--- config.mk ---
export PLATFORM = sky130hd
export DESIGN_NAME = hazard_detect_unit
export DESIGN_NICKNAME = d
export VERILOG_FILES = /design/src/rtl/hazard_detect_unit.sv
export SDC_FILE = /design/constraint.sdc
export NUM_CORES = 1
export LEC_CHECK = 0
export BUFFER_PORTS_ARGS = -buffer_cell sky130_fd_sc_hd__buf_2
export CAP_MARGIN = 5
export CELL_PAD_IN_SITES_DETAIL_PLACEMENT = 2
export CELL_PAD_IN_SITES_GLOBAL_PLACEMENT = 2
export CORE_MARGIN = 10
export CORE_UTILIZATION = 25
export CTS_CLUSTER_SIZE = 28
export DETAILED_ROUTE_END_ITERATION = 10
export GPL_ROUTABILITY_DRIVEN = 0
export PLACE_DENSITY_LB_ADDON = 0.1
export SYNTH_ARGS = -nofsm -noshare
export SYNTH_HDL_FRONTEND = slang
export SYNTH_SLANG_ARGS = --single-unit
--- constraint.sdc ---
create_clock -name clk -period 1.4 [get_ports clk]
set_input_delay 0.07 -clock clk [delete_from_list [all_inputs] [get_ports clk]]
set_output_delay 0.07 -clock clk [all_outputs]
set_load 0.02 [all_outputs]
--- src/rtl/hazard_detect_unit.sv ---
// hazard_detect_unit: issue-side data/structural/control hazard detector feeding the hazard-resolver FSM
//   clk, rst_n        : clock, synchronous active-low reset
//   issue_*           : instruction at issue (sources, destination, class flags)
//   br_pred_taken     : predicted direction of an issuing branch
//   res_valid/taken   : branch resolution strobe and actual direction
//   stall_in/flush_in : resolver stall (holds issue) and flush (mispredict)
//   haz_*             : resolver inputs; hz_bus packs them in resolver ui_in order
//   hz_count          : saturating hazard-cycle counter, built only with HAZ_COUNT_EN defined
module hazard_detect_unit #(
  parameter int REG_W   = 5,
  parameter int MUL_LAT = 4
) (
  input  logic             clk,
  input  logic             rst_n,
  input  logic             issue_valid,
  input  logic [REG_W-1:0] issue_rs1,
  input  logic [REG_W-1:0] issue_rs2,
  input  logic [REG_W-1:0] issue_rd,
  input  logic             issue_wr,
  input  logic             issue_is_load,
  input  logic             issue_is_mul,
  input  logic             issue_is_br,
  input  logic             br_pred_taken,
  input  logic             res_valid,
  input  logic             res_taken,
  input  logic             stall_in,
  input  logic             flush_in,
  output logic             haz_data,
  output logic             haz_str,
  output logic             haz_ctrl,
  output logic             haz_branch,
  output logic             haz_fwrd,
  output logic             haz_crct,
  output logic [7:0]       hz_bus,
  output logic [15:0]      hz_count
);
  typedef struct packed {
    logic             v;
    logic [REG_W-1:0] rd;
    logic             wr;
    logic             ld;
  } ent_t;
  localparam logic [3:0] MUL_LOAD = 4'(MUL_LAT - 1);
  ent_t ex_q, ex_d, mem_q, mem_d;
  logic [3:0] mul_cnt_q, mul_cnt_d;
  logic br_act_q, br_act_d, br_pred_q, br_pred_d;
  logic accept, ex_hit, mem_hit, br_res, br_load;
  function automatic logic hit(input ent_t e, input logic [REG_W-1:0] rs);
    return e.v & e.wr & (rs != '0) & (rs == e.rd);
  endfunction
  always_comb begin
    accept     = issue_valid & ~stall_in & ~flush_in;
    // flush_in already blocks acceptance, so the new EX entry is a bubble
    ex_d       = {accept, issue_rd, issue_wr, issue_is_load};
    mem_d      = ex_q;
    ex_hit     = hit(ex_q, issue_rs1) | hit(ex_q, issue_rs2);
    mem_hit    = hit(mem_q, issue_rs1) | hit(mem_q, issue_rs2);
    haz_data   = issue_valid & (ex_hit | mem_hit);
    // a load still in EX has no data yet: load-use cannot be forwarded
    haz_fwrd   = haz_data & ~(ex_hit & ex_q.ld);
    mul_cnt_d  = (accept & issue_is_mul) ? MUL_LOAD : mul_cnt_q - 4'(mul_cnt_q != 4'd0);
    haz_str    = issue_valid & issue_is_mul & (mul_cnt_q != 4'd0);
    br_res     = br_act_q & res_valid;
    // a branch behind an unresolved one is never taken into the tracker
    br_load    = accept & issue_is_br & (~br_act_q | br_res);
    br_act_d   = br_load | (br_act_q & ~br_res);
    br_pred_d  = br_load ? br_pred_taken : br_pred_q;
    haz_ctrl   = br_act_q;
    haz_branch = br_res;
    haz_crct   = ~br_res | (res_taken == br_pred_q);
    hz_bus     = {haz_data, haz_str, haz_ctrl, haz_branch, haz_fwrd, haz_crct, 2'b00};
  end
  always_ff @(posedge clk) begin
    if (!rst_n) begin
      ex_q      <= '0;
      mem_q     <= '0;
      mul_cnt_q <= '0;
      br_act_q  <= 1'b0;
      br_pred_q <= 1'b0;
    end else begin
      ex_q      <= ex_d;
      mem_q     <= mem_d;
      mul_cnt_q <= mul_cnt_d;
      br_act_q  <= br_act_d;
      br_pred_q <= br_pred_d;
    end
  end
`ifdef HAZ_COUNT_EN
  logic [15:0] cnt_q, cnt_d;
  always_comb cnt_d = cnt_q + 16'((haz_data | haz_str | haz_ctrl) & (cnt_q != 16'hFFFF));
  always_ff @(posedge clk) begin
    if (!rst_n) cnt_q <= '0;
    else cnt_q <= cnt_d;
  end
  assign hz_count = cnt_q;
`else
  assign hz_count = 16'h0000;
`endif
endmodule

==> impl_results.md, run 1 <==
- Inserted Clock Buffers: 3
- Setup violators final: 4
- Critical path required time: 1.33 ns
- HP Class: in -> reg
- Placement-stage cell area: 1400 sq um
- Placed Cells: 221
- Clock root cell: clkbuf_8
- Unrepaired setup endpoints after global routing: true
- Worst setup SP type: flop
- Crit path max fanout: 3
- IO Count: 57
- Synth Flop Type: dfxtp_1
- Reg2reg start: mul_cnt_q[1]$_SDFF_PN0_
- Synth cell count leaders: buf_4, dfxtp_1, xnor2_1
- # rows: 25
- Initial cell density of the core: 25.5%
- Sequential fraction of the synthesis area: 35.4%
- Failing checks: setup timing
- Post-Syn Area: 1190 sq um
- Final hold vios: 0
- Area share of the leading cell type in the synthesized netlist: 35.4%
- Vias in the first global route: 1101
- Post-place setup slack: -0.246 ns
- Fraction of layout cells with a size suffix above 1: 47.1%
- TritonCTS clock tree: yes
- Clk_skew: 0.00778 ns
- Die Wd: 88.9 um
- Leakage Power: 0.709 nW
- First-pass GRT wire length: 5290 um
- Drt drc: 0
- Syn Area/Cell: 9.20 sq um
- Vias per cell: 4.14
- Ys async rst share: 0%
- Fin cells: 226
- Core area: 4660 sq um
- Area of the die: 7910 sq um
- Synth cell types: 26
- Routed wire per std cell: 15.0 um
- CP endpoint kind: output port
- Register bit count reported by yosys: 21
- Design area: 1590 sq um
- Grt ovf: 0
- Tcrit/Tclk final: 119%
- Total power draw: 1.66 mW
- Count leader, synth: buf_4
- Die height: 88.9 um
- Syn Inst Count: 129
- CTS sink count: 21
- Peak supply drop: 0.599 mV
- Initial DRC count: 7
- Slew Limit Fails: 0
- Worst skew pair latency: 0.26 ns
- Critical Path Start: ex_q[2]$_SDFF_PN0_
- Hold Path Origin: issue_rd[4]
- Post-synth top area cell: dfxtp_1
- Area contributors post-synth: dfxtp_1, buf_4, xnor2_1
- Run status: complete, but fails checks
- Power per Cell Area: 1040 nW/um^2
- Pre-Repair DR Iteration Count: 2
- Ant diodes: 0
- Final #Nets: 202
- Initial antenna violation count: 0
- Total track usage: 8.51%
- HPWL Detailed: 2950 um
- Clk pin slew, worst setup/hold paths: 0.07 ns
- Number of H-tree levels: 1
- Fmax: 0.600 GHz
- Post-route ant nets: 0
- Largest net degree at the start of global routing: 21
- Final min period: 1.67 ns
- Clock Path Buffers: 2
- Vias after detailed routing: 936
- Yosys warning total: 0
- Port Buffers: 38
- CP arrival: 1.60 ns
- Maxcap violations: 0
- Post-route setup TNS: -0.904 ns
- Worst Setup Slack, final: -0.267 ns
- WS Path Type: reg -> out
- Area growth, synth to finish: 34.2%
- EDFF count, synth: 0
- WL final: 3400 um
-- worst paths after layout --
kind	to	slack [ns]	depth (start not counted)
setup / recovery	haz_fwrd	-0.27	6
hold / removal	ex_q[6]$_SDFF_PN0_	0.02	2
setup reg to reg	mul_cnt_q[2]$_SDFF_PP0_	0.13	6
hold reg to reg	mem_q[1]$_SDFF_PN0_	0.47	1
-- report_power, final --
| part | internal, mW | switching [mW] |
|---|---|---|
| logic | 0.243 | 0.295 |
| registers | 0.673 | 0.0580 |
| clock network | 0.198 | 0.191 |
-- worst max-delay path, cell delays in order, from the launching register on --
cell and delay [ns]:
dfxtp_4 0.36, xnor2_2 0.15, nand4_1 0.13, o22ai_2 0.25
nor3_4 0.08, a211oi_4 0.21, buf_6 0.16
-- state kept, by name (all words and copies together) (netlist names) --
register and cells:
br_pred_q 1, mem_q 7, ex_q 8, haz_ctrl 1, mul_cnt_q 4
-- routing by layer --
metal / global-route usage, % / routed length (um)
met5: 0 / 0
met4: 3.96 / 49
met3: 1.91 / 183
met2: 14.8 / 1840
met1: 9.63 / 1320
-- layout by cell type, fill, tap and decap left out, types with 6 or more instances in the layout --
cell | netlist | routed
buf_2 | 0 | 34
conb_1 | 1 | 18
and2_1 | 17 | 16
dfxtp_1 | 21 | 13
xnor2_1 | 19 | 12
buf_4 | 24 | 10
xnor2_2 | 0 | 7
nand2_1 | 6 | 6
-- cells by family after synthesis --
family / Yosys count / synth area share [%]
fa+ha+maj: 2 / 2.11
mux: 1 / 0.843
xor+xnor: 23 / 17.0
compound gates: 8 / 6.32
simple gates: 44 / 21.3
buf+inv: 29 / 16.8
flops: 21 / 35.4
other cells: 1 / 0.316
-- timing repair --
item	in CTS	in global routing
setup buffers	1	0
resized for setup	17	18
hold endpoints to repair	0	0
pin swaps	3	9
hold buffers	0	0
endpoints found under the setup margin	4	8
-- area by class of cell --
class                           instances  area [sq um]
Fill cell                             522          3070
Multi-Input combinational cell         96           738
Sequential cell                        21           440
Timing Repair Buffer                   48           290
Tap cell                               54          67.6
Clock buffer                            3          41.3
Inverter                                3          11.3
Clock inverter                          1          5.00
-- metrics by stage --
step / utilization, % / hold WS (ns)
2_1_floorplan: - / 0.197
3_3_place_gp: 30.1 / 0.278
4_1_cts: 32.4 / 0.00910
6_report: 34.2 / 0.0176
5_1_grt: 34.2 / 0.0185
3_5_place_dp: 30.1 / 0.284
Power figures use the tool's default switching activity.
==> run 2: changes to the inputs <==
- BUFFER_PORTS_ARGS: -buffer_cell sky130_fd_sc_hd__buf_2 -> not set
- CORE_UTILIZATION: 25 -> 34
- DONT_BUFFER_PORTS: not set -> 1
==> run 2 against run 1 <==
The flow still finishes with violations (setup timing). First-iteration DRC count rose to 3.3 times the previous value. Sequential power rose by 0.5%. Worst setup slack got worse by 0.016 ns. Register-to-register slack improved by 0.03 ns. Critical path depth did not move. Wire length fell by 16%. Via count fell by 12%. Clock skew barely moved. Highest routed layer unchanged.
==> impl_results.md, run 2 (synthesis gave the netlist of run 1 again) <==
- Run status: complete, but fails checks
- Failing checks: setup timing
- CP endpoint kind: output port
- Clock Path Buffers: 2 (unchanged)
- Slew of the pin with the lowest slew margin: 0.511 ns
- Die height: 79.1 um (-11%)
- Critical path required time: 1.33 ns (about the same)
- CP bufs+invs: 1 (unchanged)
- Peak supply drop: 0.524 mV (-13%)
- CP Cell Sequence: xnor2_1 -> nand4_1 -> o22ai_2 -> nor3_2 -> a211oi_4 -> buf_12
- Largest net degree at the start of global routing: 21 (unchanged)
- Final core occ: 41.4% (+7.2 points)
- Die Wd: 79.1 um (-11%)
- Final hold vios: 0 (unchanged)
- Leakage Power: 0.538 nW (-24%)
- WL met2: 1650 um (-10%)
- Worst reg2reg path endpoint: mul_cnt_q[2]$_SDFF_PP0_
- Worst Setup Slack, final: -0.283 ns (-0.0161 ns)
- Fmax: 0.594 GHz (-0.96%)
- Worst R2R Path Depth: 6 (unchanged)
- Number of H-tree levels: 1 (unchanged)
- Total power draw: 1.46 mW (-12%)
- Port Buffers: 0 (-100%)
- Ant diodes: 0 (unchanged)
- Placed Cells: 171 (-23%)
- CTS sink count: 21 (unchanged)
- Initial antenna violation count: 0 (unchanged)
- Area of the die: 6260 sq um (-21%)
- Total track usage: 9.23% (+0.72 points)
- Placement-stage cell area: 1200 sq um (-15%)
- IO Count: 57 (unchanged)
- Clk_skew: 0.00785 ns (+0.0000699 ns)
- HP Class: in -> reg
- Maxcap violations: 0 (unchanged)
- Reg2reg start: mul_cnt_q[1]$_SDFF_PN0_
- CP arrival: 1.61 ns (about the same)
- WS Path Type: reg -> out
- Post-place setup slack: -0.128 ns (+0.119 ns)
- Initial cell density of the core: 35.3% (+9.8 points)
- # rows: 21 (-16%)
- Slowest library cell on the worst path: dfxtp_2
- Most common cell after layout, fill and taps aside: conb_1
- Inserted Clock Buffers: 3 (unchanged)
- Vias after detailed routing: 824 (-12%)
- Design area: 1390 sq um (-13%)
- Fraction of layout cells with a size suffix above 1: 21.1% (-26 points)
- R2R Setup Slk: 0.16 ns (+0.03 ns)
- Grt ovf: 0 (unchanged)
- Post-route ant nets: 0 (unchanged)
- Post-Route M1 WL: 1050 um (-20%)
- Area growth, synth to finish: 17.2%
- TritonCTS clock tree: yes
- Final #Nets: 172 (-15%)
- WL met3: 143 um (-22%)
- Cell family with the largest share of critical-path delay: compound AO/OA/AOI/OAI gates
- Core area: 3360 sq um (-28%)
- Vias per cell: 4.38 (+5.8%)
- Slew Limit Fails: 0 (unchanged)
- Worst skew pair latency: 0.30 ns (+0.04 ns)
- Hold Path Origin: flush_in
- Setup violators final: 4 (unchanged)
- Drt drc: 0 (unchanged)
- Tcrit/Tclk final: 120% (+1.2 points)
- Pre-Repair DR Iteration Count: 2 (unchanged)
- Fin cells: 188 (-17%)
- CP max stage delay: 0.36 ns (about the same)
- Slew margin rel.: 65.8%
- Unrepaired setup endpoints after global routing: true
- WL final: 2870 um (-16%)
- Number of flip-flops in the largest register: 8 (unchanged)
- Largest regs: ex_q (8), mem_q (7), mul_cnt_q (4)
- Initial DRC count: 23 (+16)
- Worst setup SP type: flop
- First-pass GRT wire length: 4690 um (-11%)
- Clock root cell: clkbuf_4
- HPWL Detailed: 2470 um (-16%)
- Uppermost layer routed: met4
- Leading cell types in the layout, fill and taps excluded: conb_1, xnor2_1, and2_1
- Final min period: 1.68 ns (+0.0161 ns)
- Hold EP: haz_ctrl$_SDFF_PN0_
- Clk pin slew, worst setup/hold paths: 0.12 ns (+0.05 ns)
- Power per Cell Area: 1050 nW/um^2 (+1.1%)
- Crit path max fanout: 3 (unchanged)
- Most flop-heavy register: ex_q
- Hold path cells: 3 (+1)
- Vias in the first global route: 978 (-11%)
- Routed wire per std cell: 15.2 um (+1.5%)
[run 2: cell count changes in the layout (fill, tap and decap cells not counted), sizes merged]
| cell | change |
|---|---|
| buf | -42 |
| dlygate4sd3 | +12 |
| clkbuf | +1 |
| clkinv | -1 |
[run 2: cell type report]
class | instances | area, sq um
fillers | 401 | 1970
inverters | 3 | 11.3
well taps | 46 | 57.6
repair buffers | 18 | 190
multi-input cells | 96 | 676
clock buffers | 4 | 26.3
flip-flops and latches | 21 | 430
[run 2: through the flow]
step | hold WS [ns] | TNS, ns
final | 0.00806 | -1.03
after global placement | 0.196 | -0.323
after CTS | 0.00510 | -1.09
after detailed placement | 0.198 | -0.455
after global routing | 0.0256 | -1.52
after floorplan | 0.197 | -0.190
[run 2: metal layers]
metal | global-route usage, % | vias to the layer above
li1 | - | 402
met1 | 9.66 | 402
met2 | 17.5 | 18
met3 | 2.36 | 2
met4 | 2.69 | 0
met5 | 0 | -
[run 2: how the worst max path moves through the flow]
stage,cells after the start,end,slack (ns),start
detailed placement,6,hz_bus[7],-0.13,issue_rs2[1]
global route,6,haz_fwrd,-0.40,ex_q[6]$_SDFF_PN0_
finish,6,hz_bus[3],-0.28,ex_q[2]$_SDFF_PN0_
floorplan,6,hz_bus[7],-0.10,issue_rs2[1]
CTS,6,hz_bus[3],-0.31,mem_q[2]$_SDFF_PN0_
global placement,6,hz_bus[7],-0.09,issue_rs1[1]
[run 2: where the power goes]
| part | switching (mW) | internal, mW |
|---|---|---|
| Combinational | 0.243 | 0.199 |
| Clock | 0.176 | 0.111 |
| Sequential | 0.0574 | 0.678 |
[run 2: repair_timing]
item,in CTS,in global routing
resized for setup,8,5
endpoints found under the hold margin,21,0
hold buffers,12,0
buffers inserted,1,0
pin swaps,3,3
endpoints found under the setup margin,4,8
[run 2: tightest hold or removal path, delay by kind of cell]
kind | cells | cell delay (ns)
AND/OR/NAND/NOR | 2 | 0.13
AO/OA/AOI/OAI | 1 | 0.07
